$ cat src/rtl/contador_mod_n.sv
// Parametrised modulo-N up/down counter with clear, clamped load, wrap/saturate
// select and a sticky overflow flag; oTC is enable-gated for direct cascading.
module contador_mod_n #(
   parameter int WIDTH  = 4,
   parameter int MODULO = 10
) (
   input  logic             iCLOCK,
   input  logic             iRESET_n,
   input  logic             iENABLE,
   input  logic             iUP_DOWN,
   input  logic             iCLEAR,
   input  logic             iLOAD,
   input  logic [WIDTH-1:0] iLOAD_VALUE,
   input  logic             iSATURATE,
   output logic [WIDTH-1:0] oCOUNT,
   output logic             oTC,
   output logic             oOVERFLOW
);

   if ((MODULO < 2) || (longint'(MODULO) > (longint'(1) << WIDTH))) begin : g_bad_modulo
      $fatal(1, "contador_mod_n: MODULO must satisfy 2 <= MODULO <= 2**WIDTH");
   end

   localparam logic [WIDTH-1:0] MaxCount = WIDTH'(MODULO - 1);

   logic [WIDTH-1:0] count_q, count_d;
   logic             overflow_q, overflow_d;
   logic [WIDTH-1:0] term;
   logic             at_term;
   logic [WIDTH-1:0] load_clamped;

   // Explicit compare against MODULO-1 keeps behaviour correct for non-power-of-two moduli.
   always_comb begin
      term         = iUP_DOWN ? MaxCount : '0;
      at_term      = (count_q == term);
      load_clamped = (iLOAD_VALUE <= MaxCount) ? iLOAD_VALUE : MaxCount;
   end

   always_comb begin
      count_d    = count_q;
      overflow_d = overflow_q;
      if (iCLEAR) begin
         count_d    = '0;
         overflow_d = 1'b0;
      end else if (iLOAD) begin
         count_d = load_clamped;
      end else if (iENABLE) begin
         if (at_term) begin
            overflow_d = 1'b1;
            if (!iSATURATE) begin
               count_d = iUP_DOWN ? '0 : MaxCount;
            end
         end else begin
            count_d = iUP_DOWN ? count_q + 1'b1 : count_q - 1'b1;
         end
      end
   end

   always_ff @(posedge iCLOCK or negedge iRESET_n) begin
      if (!iRESET_n) begin
         count_q    <= '0;
         overflow_q <= 1'b0;
      end else begin
         count_q    <= count_d;
         overflow_q <= overflow_d;
      end
   end

   assign oCOUNT    = count_q;
   assign oOVERFLOW = overflow_q;
   assign oTC       = iENABLE & at_term;

endmodule
$ cat config.mk
export PLATFORM = sky130hd
export DESIGN_NAME = contador_mod_n
export DESIGN_NICKNAME = d
export VERILOG_FILES = /design/src/rtl/contador_mod_n.sv
export SDC_FILE = /design/constraint.sdc
export NUM_CORES = 1
export LEC_CHECK = 0
export CAP_MARGIN = 40
export CORE_AREA = 2 2 39 41
export CTS_BUF_LIST = sky130_fd_sc_hd__clkbuf_16
export DETAILED_ROUTE_END_ITERATION = 6
export DIE_AREA = 0 0 41 43
export HOLD_SLACK_MARGIN = 0.15
export PLACE_DENSITY = 0.6
export SETUP_SLACK_MARGIN = 0.3
export SYNTH_ARGS = -nofsm -noshare
export SYNTH_HDL_FRONTEND = slang
export SYNTH_SLANG_ARGS = --single-unit
$ cat constraint.sdc
create_clock -name iCLOCK -period 1.8 [get_ports iCLOCK]
set_input_delay 0.36 -clock iCLOCK [delete_from_list [all_inputs] [get_ports iCLOCK]]
set_output_delay 0.36 -clock iCLOCK [all_outputs]
set_load 0.03 [all_outputs]
==> Yosys cells after proc, flatten, opt, wreduce, memory -nomap -nowiden <==
Index checks and enable logic that the tools add are counted.
{ "word_totals": {"regBits": 5, "in_bits": 11, "output_inout_bits": 6, "elab_cells": 27} }
{ "op_classes": {"add_sub_neg": 2, "order_cmp": 1, "eq_ne": 3, "muxes": 13, "n_bitwise": 1, "reduce_logical": 5} }
{ "op_table": {"columns": ["op", "count"], "rows": [
  ["two-way mux 4 bit", 9],
  ["adder 4 x 1 -> 4 bit, second input constant", 1],
  ["== test 4 bit", 1],
  ["less-or-equal comparator 4 bit, second input constant", 1],
  ["two-way mux 1 bit", 4],
  ["!= test 4 bit, second input constant", 1],
  ["nonzero test 2 bit", 2],
  ["subtractor 4 x 1 -> 4 bit, second input constant", 1],
  ["AND reduction 3 bit", 1],
  ["nonzero test 3 bit", 1],
  ["!= test 2 bit, second input constant", 1],
  ["AND reduction 2 bit", 1],
  ["bitwise AND 1 bit", 1]
]} }

==> Depth between registers and ports, before layout <==
{ "depth": {"depth_word": 6, "ltp_mapped": 7, "ltp_nobuf": 7} }

==> Worst setup path before layout <==
No wires, ideal clock.
{ "synth_path": {"path_kind": "reg-to-reg", "startpoint": "reg count_q[0] (netlist: oCOUNT[0])", "endpoint": "reg count_q[2] (netlist: oCOUNT[2])", "setup_time_ps": 125, "arrival_time_ps": 1730, "required_ps": 1675, "path_slack_ps": -54, "stages_incl_launch_ff": 8, "n_path_buf": 0, "synth_period_minus_slack_ps": 1854, "path_cell_list": "dfrtp_1 > inv_1 > fa_1 > xor2_1 > nor2_1 > a32oi_1 > nor2_1 > mux2_2"} }
{ "synth_between": {"elab_chain_len": 6, "word_cells_on_any_way": 10, "classes_between": "add/sub (2); eq/ne (2); mux (5); reduce/logical (1)"} }
{ "synth_rtl": {"columns": ["element", "line", "source"], "rows": [
  ["start, declared", "26", "logic [WIDTH-1:0] count_q, count_d;"],
  ["start signal, assigned", "64", "count_q <= count_d;"],
  ["subtractor 4 x 1 -> 4 bit or adder 4 x 1 -> 4 bit (tied branches)", "54", "count_d = iUP_DOWN ? count_q + 1'b1 : count_q - 1'b1;"],
  ["two-way mux 4 bit", "54", null],
  ["two-way mux 4 bit", "48", "if (at_term) begin"],
  ["two-way mux 4 bit", "47", "end else if (iENABLE) begin"],
  ["two-way mux 4 bit", "45", "end else if (iLOAD) begin"],
  ["two-way mux 4 bit", "42", "if (iCLEAR) begin"]
]} }
Parallel ways exist; a longest one is shown, timed or not. The select of a mux whose other input is x is not followed.
A chain may end at the register's enable or synchronous reset.

==> Worst setup path in the final report <==
{ "layout_path": {"startpoint": "reg count_q[0] (netlist: oCOUNT[0])", "endpoint": "reg count_q[1] (netlist: oCOUNT[1])"} }
The elaborated chain is that of the path after synthesis.

==> out/results.ini <==
[outcome]
outcome = finished clean

[cells_and_area]
n_diodes = 0
ff_latch_area_um2 = 130.1
area_growth_syn_to_layout_pct = 88.47
num-fill-cells = 123
proportion_of_layout_cells_with_a_drive_suffix_above_1 = 0.4167
multi_input_comb_area_um2 = 327.8
finish.net_count = 99
post_layout_util = 0.5913

[clock_tree]
cts_inserted_buffers = 3
cts_sinks = 5
cts_tree = done
clk-insertion-delay-late_ns = 0.23
path_clk_slew_ns = 0.03
maximum_buffer_depth_of_the_clock_tree = 2
cts_root_buf = sky130_fd_sc_hd__clkbuf_16
htree_num_levels = 1

[power_and_ir_drop]
power.static_leakage_nw = 0.3835
vdd_ir_drop_max_v = 0.0006872
power_density_mw_per_mm2 = 908.7

[global_routing]
overflow = 0
use_met2 = 0.2188
track_usage = 0.1549
first_global_vias = 442
globalRoute.busiestLayer = met2
grt_pass1_wl_um = 1828
grt_use_met1 = 0.2145
grt_util_met3 = 0.01571
antenna_found_initial = 0
grt_start_max_net_pins = 8

[sta]
maxSlewViolCount = 0
tightest_slew_ns = 0.3141
skew_ns = 0.001594
timing.slew.headroom = 0.7914
final-setup-viol-count = 0
final_period_minus_worst_setup_slack_ns = 1.670
final_hold_violations = 0
whs_ns = 0.3528
finalCritPeriodShare = 0.9280
timing.fmax_mhz = 598.7
grt_setup_unrepaired = yes

[critical_path]
worst_path_depth = 6
timing.critical_path.slowest_cell_delay_ns = 0.53
crit_path_start_kind = register
cp_cell_sequence = inv_4 -> fa_2 -> nor2_2 -> a32oi_1 -> nor2_1 -> mux2_4
r2r_start = oCOUNT[0]
timing.critical_path.slowest_stage_cell = sky130_fd_sc_hd__fa_2
setup.worst_path.end_class = register
crit_start = oCOUNT[0]
worstRegToRegCells = 6
worst_setup_path_endpoint = oCOUNT[1]
worst_r2r_dst = oCOUNT[1]
crit_type = reg2reg
timing.reg2reg.setup_slack_ns = 0.13
crit_arrival_ns = 1.77
timing.critical_path.buf_inv = 1
family_of_cells_with_the_greatest_summed_delay_on_the_critical_path = adder cells
required_ns = 1.90
critical_path.max_fanout = 5

[floorplanning]
ios = 17
initial_core_util = 0.3137
rows = 14
fp.dieH_um = 43
die_x_um = 41
core_region_area_mm2 = 0.001384
floorplan.die_area_mm2 = 0.001763

[detailed_routing]
viasPerCell = 4.890
drt_first_iter_violations = 9
routed_wl_um = 1214
routed-via-count = 489
antenna_left = 0
post_drt_wl_per_cell_um = 12.14
detail_route.drc_violations = 0
drt_pre_antenna_iters = 4

[yosys]
synthDominantAreaCellType = sky130_fd_sc_hd__dfrtp_1
synth.area.top_cells = sky130_fd_sc_hd__dfrtp_1, sky130_fd_sc_hd__nor2_1, sky130_fd_sc_hd__inv_1, sky130_fd_sc_hd__ha_1, sky130_fd_sc_hd__mux2_2
synth_cell_types = 22
yosys_register_bits = 5
synthesis.area_per_instance_um2 = 8.040
synthesis.nets = 68
synthesis.yosys.warnings = 0
synthDominantCellAreaShare = 0.2882
mappedNetlistArea_um2 = 434.2
synth_cells = 54
synth_sequential_area_ratio = 0.2882

[place]
dp_hpwl_um = 918.1
place.port_buffers = 16
routabilityCongestion = 0.7543

[worst_hold_path]
hold_class = in2async

[flow_run]
max_cap_violations = 0

-- metal layers --
metal,share of wire,up-vias
met5,0,-
met2,0.47,20
met4,0.012,0
met3,0.067,2
met1,0.45,220
li1,-,247
-- stage by stage --
stage	TNS, ns	total power, mW	cells	cell area, µm²	setup WS, ns
4_1_cts	0	0.7285	97	780.7	0.1357
3_5_place_dp	-1.676	0.3643	92	686.9	-0.4003
6_report	0	0.7436	100	818.3	0.1296
5_1_grt	0	0.7783	100	818.3	0.09368
2_1_floorplan	0	0.2679	54	464.2	0.1468
3_3_place_gp	-1.696	0.3612	92	686.9	-0.3969
-- logic make-up (layout without fill, tap and decap cells) --
kind of cell | Yosys count | after routing | share of synthesized area
simple gates | 21 | 21 | 0.2161
fa+ha+maj | 3 | 3 | 0.1037
flops | 5 | 5 | 0.2882
mux | 3 | 3 | 0.07493
buf+inv | 8 | 38 | 0.06917
xor+xnor | 2 | 2 | 0.04035
compound gates | 12 | 12 | 0.2075
-- cell usage after synthesis --
cell                       count
sky130_fd_sc_hd__xor2_1        1
sky130_fd_sc_hd__fa_1          1
sky130_fd_sc_hd__ha_1          2
sky130_fd_sc_hd__nand2_1       5
sky130_fd_sc_hd__xnor2_1       1
sky130_fd_sc_hd__o31ai_1       1
sky130_fd_sc_hd__nor2_1        9
sky130_fd_sc_hd__a221oi_2      1
sky130_fd_sc_hd__nand4_1       2
sky130_fd_sc_hd__a21oi_1       4
sky130_fd_sc_hd__inv_1         8
sky130_fd_sc_hd__o21ai_2       2
sky130_fd_sc_hd__nand3_1       2
sky130_fd_sc_hd__mux2_2        2
sky130_fd_sc_hd__or3_1         1
sky130_fd_sc_hd__and3_2        1
sky130_fd_sc_hd__a32oi_1       2
sky130_fd_sc_hd__nor3_1        1
sky130_fd_sc_hd__a21boi_0      1
sky130_fd_sc_hd__dfrtp_1       5
sky130_fd_sc_hd__o21ai_0       1
sky130_fd_sc_hd__mux2i_1       1
-- cell type report --
class	instances	area share
multi-input combinational	41	0.4006
timing repair buffer	26	0.2752
sequential	5	0.1590
clock buffer	3	0.09174
inverter	8	0.04434
tap	16	0.02446
clock inverter	1	0.004587
-- repair_timing --
action,CTS,global route
hold buffers,0,0
setup endpoints to repair,11,5
cloned,0,0
pin swaps,3,8
setup buffers,1,3
gates resized for setup,13,5
endpoints found under the hold margin,0,0
-- worst register-to-register path, delay by kind of cell (launching register included) --
family | cells | cell delay (ns)
AOI/OAI and AO/OA | 1 | 0.16
adders and majority gates | 1 | 0.54
buffers and inverters | 1 | 0.06
DFF | 1 | 0.43
muxes | 1 | 0.25
and+or+nand+nor | 2 | 0.10
-- worst min path at each step --
stage                endpoint  slack [ns]  cells after the start
finish              oCOUNT[2]        0.35                      1
global route        oCOUNT[2]        0.37                      1
CTS                 oCOUNT[2]        0.36                      1
detailed placement  oOVERFLOW        0.50                      2
global placement    oOVERFLOW        0.49                      2
floorplan           oCOUNT[0]        0.06                      0
-- layout by cell type (no fill, tap or decap), types with 2 or more instances in the layout --
master	instances
sky130_fd_sc_hd__a21oi_1	3
sky130_fd_sc_hd__a32oi_1	2
sky130_fd_sc_hd__buf_4	10
sky130_fd_sc_hd__clkbuf_16	3
sky130_fd_sc_hd__clkdlybuf4s50_1	9
sky130_fd_sc_hd__dfrtp_2	4
sky130_fd_sc_hd__dlygate4sd2_1	5
sky130_fd_sc_hd__inv_1	6
sky130_fd_sc_hd__nand2_1	5
sky130_fd_sc_hd__nand3_1	2
sky130_fd_sc_hd__nand4_1	2
sky130_fd_sc_hd__nor2_1	6
sky130_fd_sc_hd__nor2_2	3
-- where the power goes --
| part | leakage, nW | internal [mW] | switching [mW] |
|---|---|---|---|
| clock network | 0.0423 | 0.287 | 0.0687 |
| logic | 0.281 | 0.117 | 0.122 |
| registers | 0.0603 | 0.127 | 0.0215 |
-- sequential cells by signal, summed over array words and instances, names as in the netlist --
register,cells
oCOUNT,4
oOVERFLOW,1
(Power assumes the default switching activity.)
